## src/rtl/seg7_pkg.sv

```systemverilog
// seg7_pkg: shared definitions for the 7-segment capture block.
//   - segment bit positions within the 7-bit seg bus (bit6=a ... bit0=g)
//   - ASCII constants used by the reverse decoder and buffer reset
//   - settle FSM state encoding
package seg7_pkg;

    localparam int SEG_A = 6;
    localparam int SEG_B = 5;
    localparam int SEG_C = 4;
    localparam int SEG_D = 3;
    localparam int SEG_E = 2;
    localparam int SEG_F = 1;
    localparam int SEG_G = 0;

    localparam logic [7:0] CH_SPACE = 8'h20;
    localparam logic [7:0] CH_DASH  = 8'h2D;
    localparam logic [7:0] CH_QMARK = 8'h3F;

    typedef enum logic [1:0] {
        IDLE    = 2'd0,
        SETTLE  = 2'd1,
        LATCHED = 2'd2
    } state_t;

endpackage

```

## src/rtl/seg7_capture_if.sv

```systemverilog
// seg7_capture_if: frame output handshake.
//   frame_data  : captured ASCII, digit i in bits [8i+7:8i]
//   frame_valid : frame_data holds an unconsumed frame
//   frame_ready : consumer accepts when high together with frame_valid
// master = frame producer (seg7_capture), slave = consumer.
interface seg7_capture_if #(
    parameter int DIGITS = 4
);
    logic [8*DIGITS-1:0] frame_data;
    logic                frame_valid;
    logic                frame_ready;

    modport master (output frame_data, output frame_valid, input frame_ready);
    modport slave  (input frame_data, input frame_valid, output frame_ready);
endinterface

```

## src/rtl/seg7_decode.sv

```systemverilog
// seg7_decode: combinational reverse decode of a 7-segment pattern to ASCII.
//   seg  : pattern, bit6=a ... bit0=g, active-high
//   char : ASCII code; '?' for patterns with no mapping
//   err  : high when the pattern had no mapping
// Where a pattern is ambiguous the digit reading is chosen over a letter and
// uppercase over lowercase, so every pattern has exactly one answer.
module seg7_decode
    import seg7_pkg::*;
(
    input  logic [6:0] seg,
    output logic [7:0] char,
    output logic       err
);

    always_comb begin
        err  = 1'b0;
        char = CH_QMARK;
        case (seg)
            7'b0000000: char = CH_SPACE;
            7'b0000001: char = CH_DASH;
            // digits
            7'b1111110: char = 8'h30;
            7'b0110000: char = 8'h31;
            7'b1101101: char = 8'h32;
            7'b1111001: char = 8'h33;
            7'b0110011: char = 8'h34;
            7'b1011011: char = 8'h35;
            7'b1011111: char = 8'h36;
            7'b1110000: char = 8'h37;
            7'b1111111: char = 8'h38;
            7'b1111011: char = 8'h39;
            // uppercase letters
            7'b1110111: char = 8'h41; // A
            7'b1001110: char = 8'h43; // C
            7'b1001111: char = 8'h45; // E
            7'b1000111: char = 8'h46; // F
            7'b0110111: char = 8'h48; // H
            7'b0111000: char = 8'h4A; // J
            7'b0001110: char = 8'h4C; // L
            7'b1100111: char = 8'h50; // P
            7'b0111110: char = 8'h55; // U
            7'b0111011: char = 8'h59; // Y
            // lowercase letters with no uppercase/digit lookalike
            7'b0011111: char = 8'h62; // b
            7'b0001101: char = 8'h63; // c
            7'b0111101: char = 8'h64; // d
            7'b0010111: char = 8'h68; // h
            7'b0011101: char = 8'h6F; // o
            7'b0011100: char = 8'h75; // u
            default: begin
                char = CH_QMARK;
                err  = 1'b1;
            end
        endcase
    end

endmodule

```

## src/rtl/seg7_capture.sv

```systemverilog
// seg7_capture: reader side of a multiplexed 7-segment display.
// Watches seg/dig_sel, waits for each digit pattern to hold for STABLE_CYCLES
// consecutive samples, decodes it to ASCII into a per-digit buffer and, when
// every digit has been seen and something changed, offers the frame on frm.
//   clk        : system clock
//   reset_n    : synchronous active-low reset
//   seg        : segment lines, bit6=a ... bit0=g
//   dig_sel    : one-hot digit enable from the scanner
//   frm        : frame handshake (master side)
//   decode_err : sticky, an accepted pattern had no mapping
//   overrun    : sticky, a changed frame was dropped while one was pending
module seg7_capture
    import seg7_pkg::*;
#(
    parameter int DIGITS        = 4,
    parameter int STABLE_CYCLES = 16,
    parameter int CW            = 5
) (
    input  logic              clk,
    input  logic              reset_n,
    input  logic [6:0]        seg,
    input  logic [DIGITS-1:0] dig_sel,
    seg7_capture_if.master    frm,
    output logic              decode_err,
    output logic              overrun
);

    // Counter value on the edge just before acceptance; the accepting edge
    // takes it to STABLE_CYCLES.
    localparam logic [CW-1:0] ACC_AT = CW'(STABLE_CYCLES - 1);

    state_t              state;
    logic [CW-1:0]       cnt;
    logic [DIGITS-1:0]   lat_sel;
    logic [6:0]          lat_seg;
    logic [8*DIGITS-1:0] char_buf;
    logic [DIGITS-1:0]   seen;
    logic                changed;

    logic                onehot, sel_chg, seg_chg, accept;
    logic [7:0]          dec_char, old_char;
    logic                dec_err;
    logic [8*DIGITS-1:0] nxt_buf;
    logic [DIGITS-1:0]   nxt_seen;
    logic                nxt_chg, complete;

    seg7_decode u_dec (
        .seg  (lat_seg),
        .char (dec_char),
        .err  (dec_err)
    );

    assign onehot  = (dig_sel != '0) && ((dig_sel & (dig_sel - 1'b1)) == '0);
    assign sel_chg = (dig_sel != lat_sel);
    assign seg_chg = (seg != lat_seg);
    // Inputs still match the latched sample, so lat_seg is the current pattern.
    assign accept  = (state == SETTLE) && !sel_chg && !seg_chg && (cnt == ACC_AT);

    // Buffer as it will be after this accept; lat_sel is one-hot here.
    always_comb begin
        nxt_buf  = char_buf;
        old_char = CH_SPACE;
        for (int i = 0; i < DIGITS; i++) begin
            if (lat_sel[i]) begin
                old_char        = char_buf[8*i +: 8];
                nxt_buf[8*i +: 8] = dec_char;
            end
        end
    end

    assign nxt_seen = seen | lat_sel;
    assign nxt_chg  = changed | (dec_char != old_char);
    assign complete = &nxt_seen;

    always_ff @(posedge clk) begin
        if (!reset_n) begin
            state           <= IDLE;
            cnt             <= '0;
            lat_sel         <= '0;
            lat_seg         <= '0;
            char_buf        <= {DIGITS{CH_SPACE}};
            seen            <= '0;
            changed         <= 1'b0;
            frm.frame_data  <= {DIGITS{CH_SPACE}};
            frm.frame_valid <= 1'b0;
            decode_err      <= 1'b0;
            overrun         <= 1'b0;
        end else begin
            // Transfer; a frame loaded below in the same cycle overrides this.
            if (frm.frame_valid && frm.frame_ready)
                frm.frame_valid <= 1'b0;

            case (state)
                IDLE: begin
                    if (onehot) begin
                        state   <= SETTLE;
                        cnt     <= CW'(1);
                        lat_sel <= dig_sel;
                        lat_seg <= seg;
                    end
                end
                SETTLE: begin
                    if (sel_chg || seg_chg) begin
                        if (onehot) begin
                            cnt     <= CW'(1);
                            lat_sel <= dig_sel;
                            lat_seg <= seg;
                        end else begin
                            state <= IDLE;
                            cnt   <= '0;
                        end
                    end else begin
                        cnt <= cnt + 1'b1;
                        if (accept)
                            state <= LATCHED;
                    end
                end
                LATCHED: begin
                    // seg changes are ignored until the scanner moves on
                    if (sel_chg) begin
                        if (onehot) begin
                            state   <= SETTLE;
                            cnt     <= CW'(1);
                            lat_sel <= dig_sel;
                            lat_seg <= seg;
                        end else begin
                            state <= IDLE;
                            cnt   <= '0;
                        end
                    end
                end
                default: begin
                    state <= IDLE;
                    cnt   <= '0;
                end
            endcase

            if (accept) begin
                char_buf <= nxt_buf;
                if (dec_err)
                    decode_err <= 1'b1;
                if (complete) begin
                    seen    <= '0;
                    changed <= 1'b0;
                    if (nxt_chg) begin
                        if (!frm.frame_valid || frm.frame_ready) begin
                            frm.frame_data  <= nxt_buf;
                            frm.frame_valid <= 1'b1;
                        end else begin
                            // keep the pending frame intact; the new one is lost
                            overrun <= 1'b1;
                        end
                    end
                end else begin
                    seen    <= nxt_seen;
                    changed <= nxt_chg;
                end
            end
        end
    end

endmodule

```

## src/flat_wrapper.sv

```systemverilog
// flat-port wrapper written by rule: the top's interface ports become plain ports
module seg7_capture_flat import seg7_pkg::*;
#(
    parameter int DIGITS        = 4,
    parameter int STABLE_CYCLES = 16,
    parameter int CW            = 5
)
  (clk, reset_n, seg, dig_sel, decode_err, overrun, frm_frame_data, frm_frame_valid, frm_frame_ready);
  seg7_capture_if #(.DIGITS(DIGITS)) frm_i ();
  input  logic clk;
  input  logic reset_n;
  input  logic [6:0] seg;
  input  logic [DIGITS-1:0] dig_sel;
  output logic decode_err;
  output logic overrun;
  output wire logic [$bits(frm_i.frame_data)-1:0] frm_frame_data;
  output wire logic [$bits(frm_i.frame_valid)-1:0] frm_frame_valid;
  input wire logic [$bits(frm_i.frame_ready)-1:0] frm_frame_ready;
  assign frm_frame_data = frm_i.frame_data;
  assign frm_frame_valid = frm_i.frame_valid;
  assign frm_i.frame_ready = frm_frame_ready;
  seg7_capture #(.DIGITS(DIGITS), .STABLE_CYCLES(STABLE_CYCLES), .CW(CW)) u_core (.clk(clk), .reset_n(reset_n), .seg(seg), .dig_sel(dig_sel), .frm(frm_i), .decode_err(decode_err), .overrun(overrun));
endmodule
```

## config.mk

```make
export PLATFORM = sky130hd
export DESIGN_NAME = seg7_capture_flat
export DESIGN_NICKNAME = d
export VERILOG_FILES = /design/src/rtl/seg7_pkg.sv /design/src/rtl/seg7_capture_if.sv /design/src/rtl/seg7_decode.sv /design/src/rtl/seg7_capture.sv /design/src/flat_wrapper.sv
export SDC_FILE = /design/constraint.sdc
export NUM_CORES = 1
export LEC_CHECK = 0
export CAP_MARGIN = 10
export CORE_AREA = 3 3 106 108
export CTS_CLUSTER_SIZE = 10
export DETAILED_ROUTE_END_ITERATION = 10
export DIE_AREA = 0 0 109 111
export HOLD_SLACK_MARGIN = 0.06
export PLACE_DENSITY = 0.75
export SLEW_MARGIN = 20
export SYNTH_ARGS = -nofsm -noshare
export SYNTH_HDL_FRONTEND = slang
export SYNTH_SLANG_ARGS = --single-unit
```

## constraint.sdc

```tcl
create_clock -name clk -period 3.75 [get_ports clk]
set_clock_uncertainty 0.15 [all_clocks]
set_input_delay 0.75 -clock clk [delete_from_list [all_inputs] [get_ports clk]]
set_output_delay 0.75 -clock clk [all_outputs]
set_load 0.02 [all_outputs]
```

# [After elaboration in Yosys (flattened, before gate mapping)]
# Cells that the tools add are included.
# W data, S select, Z words.
[word_totals] reg_bits=90 in_bits=14 wordCells=115
[op_classes] addsub=2 eq_ne=38 muxes=36 bitwise=5 reduce_logical=23
[op_table] op="$pmux W7 S28" count=1
[op_table] op="$eq A7 B7 Y1 const B" count=13
[op_table] op="$mux W8" count=8
[op_table] op="$eq A7 B6 Y1 const B" count=7
[op_table] op="$eq A7 B5 Y1 const B" count=4
[op_table] op="$reduce_or A28 Y1" count=1
[op_table] op="$mux W7" count=3
[op_table] op="$pmux W7 S3" count=1
[op_table] op="$mux W4" count=4
[op_table] op="$mux W5" count=3
[op_table] op="$pmux W5 S3" count=1
[op_table] op="$eq A7 B4 Y1 const B" count=2
[op_table] op="$reduce_and A7 Y1" count=2
[op_table] op="$pmux W4 S3" count=1
[op_table] op="$mux W2" count=5
[op_table] op="$mux W1" count=8
[op_table] op="$ne A7 B8 Y1" count=1
[op_table] op="$reduce_and A4 Y1" count=2
[op_table] op="$eq A7 B1 Y1 const B" count=1
[op_table] op="$logic_not A7 Y1" count=1
[op_table] op="$ne A7 B7 Y1" count=1
[op_table] op="$pmux W2 S3" count=1
[op_table] op="$add A5 B1 Y5 const B" count=1
[op_table] op="$eq A5 B4 Y1 const B" count=1
[op_table] op="21 further kinds" count=31

# [Logic depth before layout (Yosys ltp)]
[depth] ltp_word=9 ltp_mapped=12 mapped_depth_nobuf=9

# [Modules after synthesis]
# Synthesis repeated with hierarchy kept, for this count alone.
[hier_totals] hier_cells=618 hier_area_um2=5171.2
[by_module_without_submodules] mod="seg7_capture" n_inst=1 cells_each=501 area_each_um2=4476.8 seq_area_each_um2=1801.7
[by_module_without_submodules] mod="seg7_decode" n_inst=1 cells_each=117 area_each_um2=694.4 seq_area_each_um2=0.0

# [Worst setup path before layout]
# Ideal clock, no wire load.
[synth_path] path_kind="register -> register" from="register u_core.lat_seg[0]" to="register u_core.frm.frame_data[21]" arrival_ns=2.706 required_ns=3.477 slack_ns=0.770 stages_incl_launch_ff=11 synth_period_minus_slack_ns=2.980 cell_sequence="dfxtp_1 > or4b_1 > a211oi_2 > a41oi_1 > and2_1 > buf_2 > a211oi_2 > o221ai_2 > o31ai_4 > buf_6 > mux2_1"
[synth_via] elab_chain_len=5
[synth_lines] element="from (decl)" line_no="seg7_capture.sv:35" source="logic [6:0] lat_seg;"
[synth_lines] element="from (signal assigned)" line_no="seg7_capture.sv:99" source="lat_seg <= seg;"
[synth_lines] element="from (signal assigned)" line_no="seg7_capture.sv:107" source="lat_seg <= seg;"
[synth_lines] element="from (signal assigned)" line_no="seg7_capture.sv:125" source="lat_seg <= seg;"
[synth_lines] element="$eq A7 B5 Y1 (tied with other cells)" line_no="seg7_decode.sv:18" source="case (seg)"
[synth_lines] element="$pmux W7 S28 / $logic_not A1 Y1 (equally long branches)" line_no="seg7_decode.sv:18, seg7_capture.sv:57"
[synth_lines] element="$ne A7 B8 Y1 / $logic_and A1 B1 Y1 (equally long branches)" line_no="seg7_capture.sv:72, seg7_capture.sv:57"
[synth_lines] element="$or A1 B1 Y1 / $logic_and A1 B1 Y1 (equally long branches)" line_no="seg7_capture.sv:72, seg7_capture.sv:57"
[synth_lines] element="$reduce_and A7 Y1 (no source line)"
[synth_lines] element="to (signal assigned)" line_no="seg7_capture.sv:84" source="frm.frame_data <= {DIGITS{CH_SPACE}};"
[synth_lines] element="to (signal assigned)" line_no="seg7_capture.sv:147" source="frm.frame_data <= nxt_buf;"
[synth_lines] element="to (decl)" line_no="seg7_capture_if.sv:13" source="modport master (output frame_data, output frame_valid, input frame_ready);"
# Several ways; a longest one is shown, not always the timed one.
# A chain may end at the register's enable or synchronous reset.

# [Final worst setup path]
[layout_path] from="register u_core.lat_seg[2]" to="register u_core.frm.frame_data[6]"
# Same word-level chain as after synthesis.

==> impl_results.rst <==
.. list-table::
   :header-rows: 1

   * - Metric
     - Value
   * - Fraction of the yosys area taken by sequential cells
     - 35.2%
   * - Critical Setup Path Class
     - reg -> reg
   * - Total die area
     - 0.0121 mm2
   * - Final HPWL from detailed placement
     - roughly 9000 um
   * - Overall via count from detail_route
     - about 4600
   * - Commonest register cell after synthesis
     - dfxtp_1
   * - Cell Area, Synth
     - around 0.0051 mm2
   * - Share of async-settable or async-resettable flops after synthesis
     - 0%
   * - Final weighted congestion of routability-driven global placement
     - 0.914
   * - Hold Fails Final Rpt
     - 0
   * - TritonCTS Buffers
     - 9
   * - Port-buffer cells
     - 48
   * - CTS Sinks
     - 90
   * - Final-stage net count
     - 672
   * - Number of synthesis warnings
     - 0
   * - Class of the worst hold path
     - reg -> reg
   * - Post-cts hold buffer count
     - 0
   * - Post-CTS Repair Setup Buffers
     - 0
   * - Detailed Routing Iterations Pass 1
     - 4
   * - Worst reg2reg path endpoint
     - u_core.frm.frame_data[6]$_SDFFE_PN0P_
   * - Routed length per instance
     - approximately 16 um
   * - Average via count per standard cell
     - 5.76
   * - Leakage
     - approximately 2.6 nW
   * - Final number of max-transition violations
     - 0
   * - Starting density of the core
     - ~50%
   * - Area Overhead vs Synth
     - 17.9%
   * - Layout cell share with drive strength beyond 1
     - 10.3%
   * - EDFF count, synth
     - 0
   * - MaxCap Viol Count
     - 0
   * - Via count of the first global-routing pass
     - about 4200
   * - Post-cts gate resize count
     - 0
   * - Insertion delay of the later-clocked pin in the worst-skew pair
     - around 360 ps
   * - Clock root cell
     - clkbuf_8
   * - Horiz. Die Dim
     - around 110 um
   * - Outcome
     - finished, final reports clean
   * - Pin count of the biggest net entering global routing
     - 57
   * - Max-slew headroom
     - 45.3%
   * - Synthesized flop and latch total
     - 90
   * - CP arrival
     - 3640 ps
   * - Cell Rows
     - 37
   * - Clock tree from TritonCTS
     - done
   * - IR Drop Worst-Case VDD
     - between 0.2 and 0.25 mV
   * - Global-route wire length before repair
     - 21100 um
   * - Grt ovf
     - 0
   * - Transition time of the tightest slew-check pin
     - 820 ps
   * - Number of cells produced by synthesis
     - roughly 600
   * - Vertical die dimension
     - 111 um
   * - Crit path launch type
     - register
   * - R2R depth
     - 10
   * - Critical path destination
     - u_core.frm.frame_data[6]$_SDFFE_PN0P_
   * - Overall routing resource usage
     - between 20% and 30%
   * - Total Routed Length
     - 12600 um
   * - Endpoint type of the worst setup path
     - register
   * - Peak fanout along the critical path
     - 17
   * - Antenna violations before repair
     - 0
   * - Average footprint of a synthesized cell
     - 8.33 um2
   * - Minimum setup slack among reg-to-reg paths
     - 250 ps
   * - Core area
     - 0.0103 mm2
   * - Data required time of the worst path
     - 3890 ps
   * - Max Buffers Root-to-Sink
     - 2
   * - Number of distinct library cells after synthesis
     - 67
   * - Clock transition at the registers of the reported paths
     - 110 ps
   * - Areal power density over the cells
     - 340 mW/mm2
   * - Remaining DRCs
     - 0
   * - First DRT Iteration DRCs
     - 348
   * - RSZ-0062 raised after global routing
     - false
   * - Remaining antenna violation count after routing
     - 0
   * - Post-layout min period
     - 3500 ps
   * - Number of top-level design ports
     - just under 50
   * - H-tree level count
     - 3
   * - Dpl cell area
     - 0.00581 mm2
   * - Net count after synthesis
     - 630
   * - Critical path origin
     - u_core.lat_seg[2]$_SDFFE_PN0P_
   * - Startpoint of the worst-slack reg-to-reg timing path
     - u_core.lat_seg[2]$_SDFFE_PN0P_
   * - Total inserted antenna cells
     - 0
   * - Setup Total Neg Slack
     - 0 ps
   * - Post-route design area
     - roughly 0.0060 mm2
   * - Post-route clock period utilization
     - 93.3%
   * - Final setup fails
     - 0
   * - Fmax
     - 286 MHz
critical path: stages (launching register included):
cell and delay, ps:
dfxtp_1 720, buf_4 260, nor3b_1 60, o211a_1 240
a211oi_1 460, xor2_1 200, a32o_1 170, a2bb2oi_2 100
o31ai_4 510, buf_4 340, mux2i_1 240
cell type report:
type / count / area, um2
Fill cell: 908 / 4290
Sequential cell: 90 / 1810
Clock buffer: 9 / 124
Inverter: 10 / 37.5
Clock inverter: 7 / 92.6
Tap cell: 136 / 170
Multi-Input combinational cell: 462 / 3050
Timing Repair Buffer: 83 / 751
layer usage:
layer	share of wire (%)	vias to the layer above	global-route usage [%]	wire, um
met5	0	-	0	0
met4	2.0	0	6.65	251
met3	4.8	20	3.26	601
met2	47	116	33.8	5880
met1	46	2155	29.5	5830
li1	-	2300	-	-
flip-flops by register name, summed over array words and instances (netlist names):
signal,count
u_core.seen,4
u_core.state,2
u_core.overrun,1
u_core.cnt,5
u_core.frm.frame_data,32
u_core.char_buf,32
u_core.lat_seg,7
u_core.changed,1
u_core.lat_sel,4
u_core.frm.frame_valid,1
u_core.decode_err,1
Yosys cell counts, types with 6 or more instances:
master / n / area, um2
nand3_1: 8 / 40.0
xor2_1: 12 / 105
nor2b_1: 23 / 144
mux2i_1: 39 / 390
and3_1: 8 / 50.1
a221oi_1: 6 / 52.6
xnor2_1: 7 / 61.3
nor3_1: 11 / 55.1
inv_1: 10 / 37.5
clkbuf_1: 33 / 124
and2_1: 9 / 56.3
o211a_1: 25 / 250
nor2_1: 21 / 78.8
dfxtp_1: 90 / 1800
nand3b_1: 6 / 45.0
o21ai_0: 19 / 95.1
nand2_1: 117 / 439
buf_2: 14 / 70.1
a21oi_1: 21 / 105
o211ai_1: 31 / 233
nand2b_1: 10 / 62.6
logic make-up (layout without fill, tap and decap cells):
kind of cell	count (synthesis)	in the layout	synth area share, %
simple gates	243	243	24.0
mux	43	43	8.51
flops	90	90	35.2
xor+xnor	19	19	3.25
fa+ha+maj	2	2	0.489
buf+inv	62	109	5.26
compound gates	155	155	23.3
cells in the final DEF (no fill, tap or decap), types with 7 or more instances in the layout:
cell type,count
nand2_1,117
dfxtp_1,87
clkdlybuf4s50_1,47
mux2i_1,39
buf_4,34
o211ai_1,31
o211a_1,25
nor2b_1,23
nor2_1,21
a21oi_1,21
o21ai_0,18
xor2_1,12
inv_1,10
nand2b_1,10
nor3_1,10
and2_1,9
clkbuf_8,9
and3_1,8
nand3_1,8
xnor2_1,7
stage by stage:
stage / setup slack, ps / power (W) / utilization (%) / cells / hold slack, ps
after detailed placement: 122 / 0.00135 / 56.3 / 781 / 301
after floorplan: 770 / 0.00124 / - / 614 / 291
final: 250 / 0.00205 / 58.4 / 797 / 314
after CTS: 96.0 / 0.00207 / 58.4 / 797 / 317
after global routing: 92.6 / 0.00214 / 58.4 / 797 / 338
after global placement: 281 / 0.00135 / 56.3 / 781 / 296
how the worst min path moves through the flow:
stage | from | end | slack, ps | cells past startpoint
after floorplan | u_core.seen[3]$_SDFFE_PN0P_ | u_core.seen[3]$_SDFFE_PN0P_ | 290 | 1
after global placement | u_core.frm.frame_data[22]$_SDFFE_PN0P_ | u_core.frm.frame_data[22]$_SDFFE_PN0P_ | 300 | 2
after detailed placement | u_core.frm.frame_data[15]$_SDFFE_PN0P_ | u_core.frm.frame_data[15]$_SDFFE_PN0P_ | 300 | 2
after CTS | u_core.frm.frame_data[15]$_SDFFE_PN0P_ | u_core.frm.frame_data[15]$_SDFFE_PN0P_ | 320 | 2
after global routing | u_core.frm.frame_data[4]$_SDFFE_PN0P_ | u_core.frm.frame_data[4]$_SDFFE_PN0P_ | 340 | 2
final | u_core.frm.frame_data[15]$_SDFFE_PN0P_ | u_core.frm.frame_data[15]$_SDFFE_PN0P_ | 310 | 2
power breakdown:
part / switching, W / internal [W] / total, W
registers: 0.0000367 / 0.000967 / 0.00100
clock network: 0.000390 / 0.000327 / 0.000716
logic: 0.000193 / 0.000138 / 0.000331
total: 0.000619 / 0.00143 / 0.00205
(Power assumes the default switching activity.)
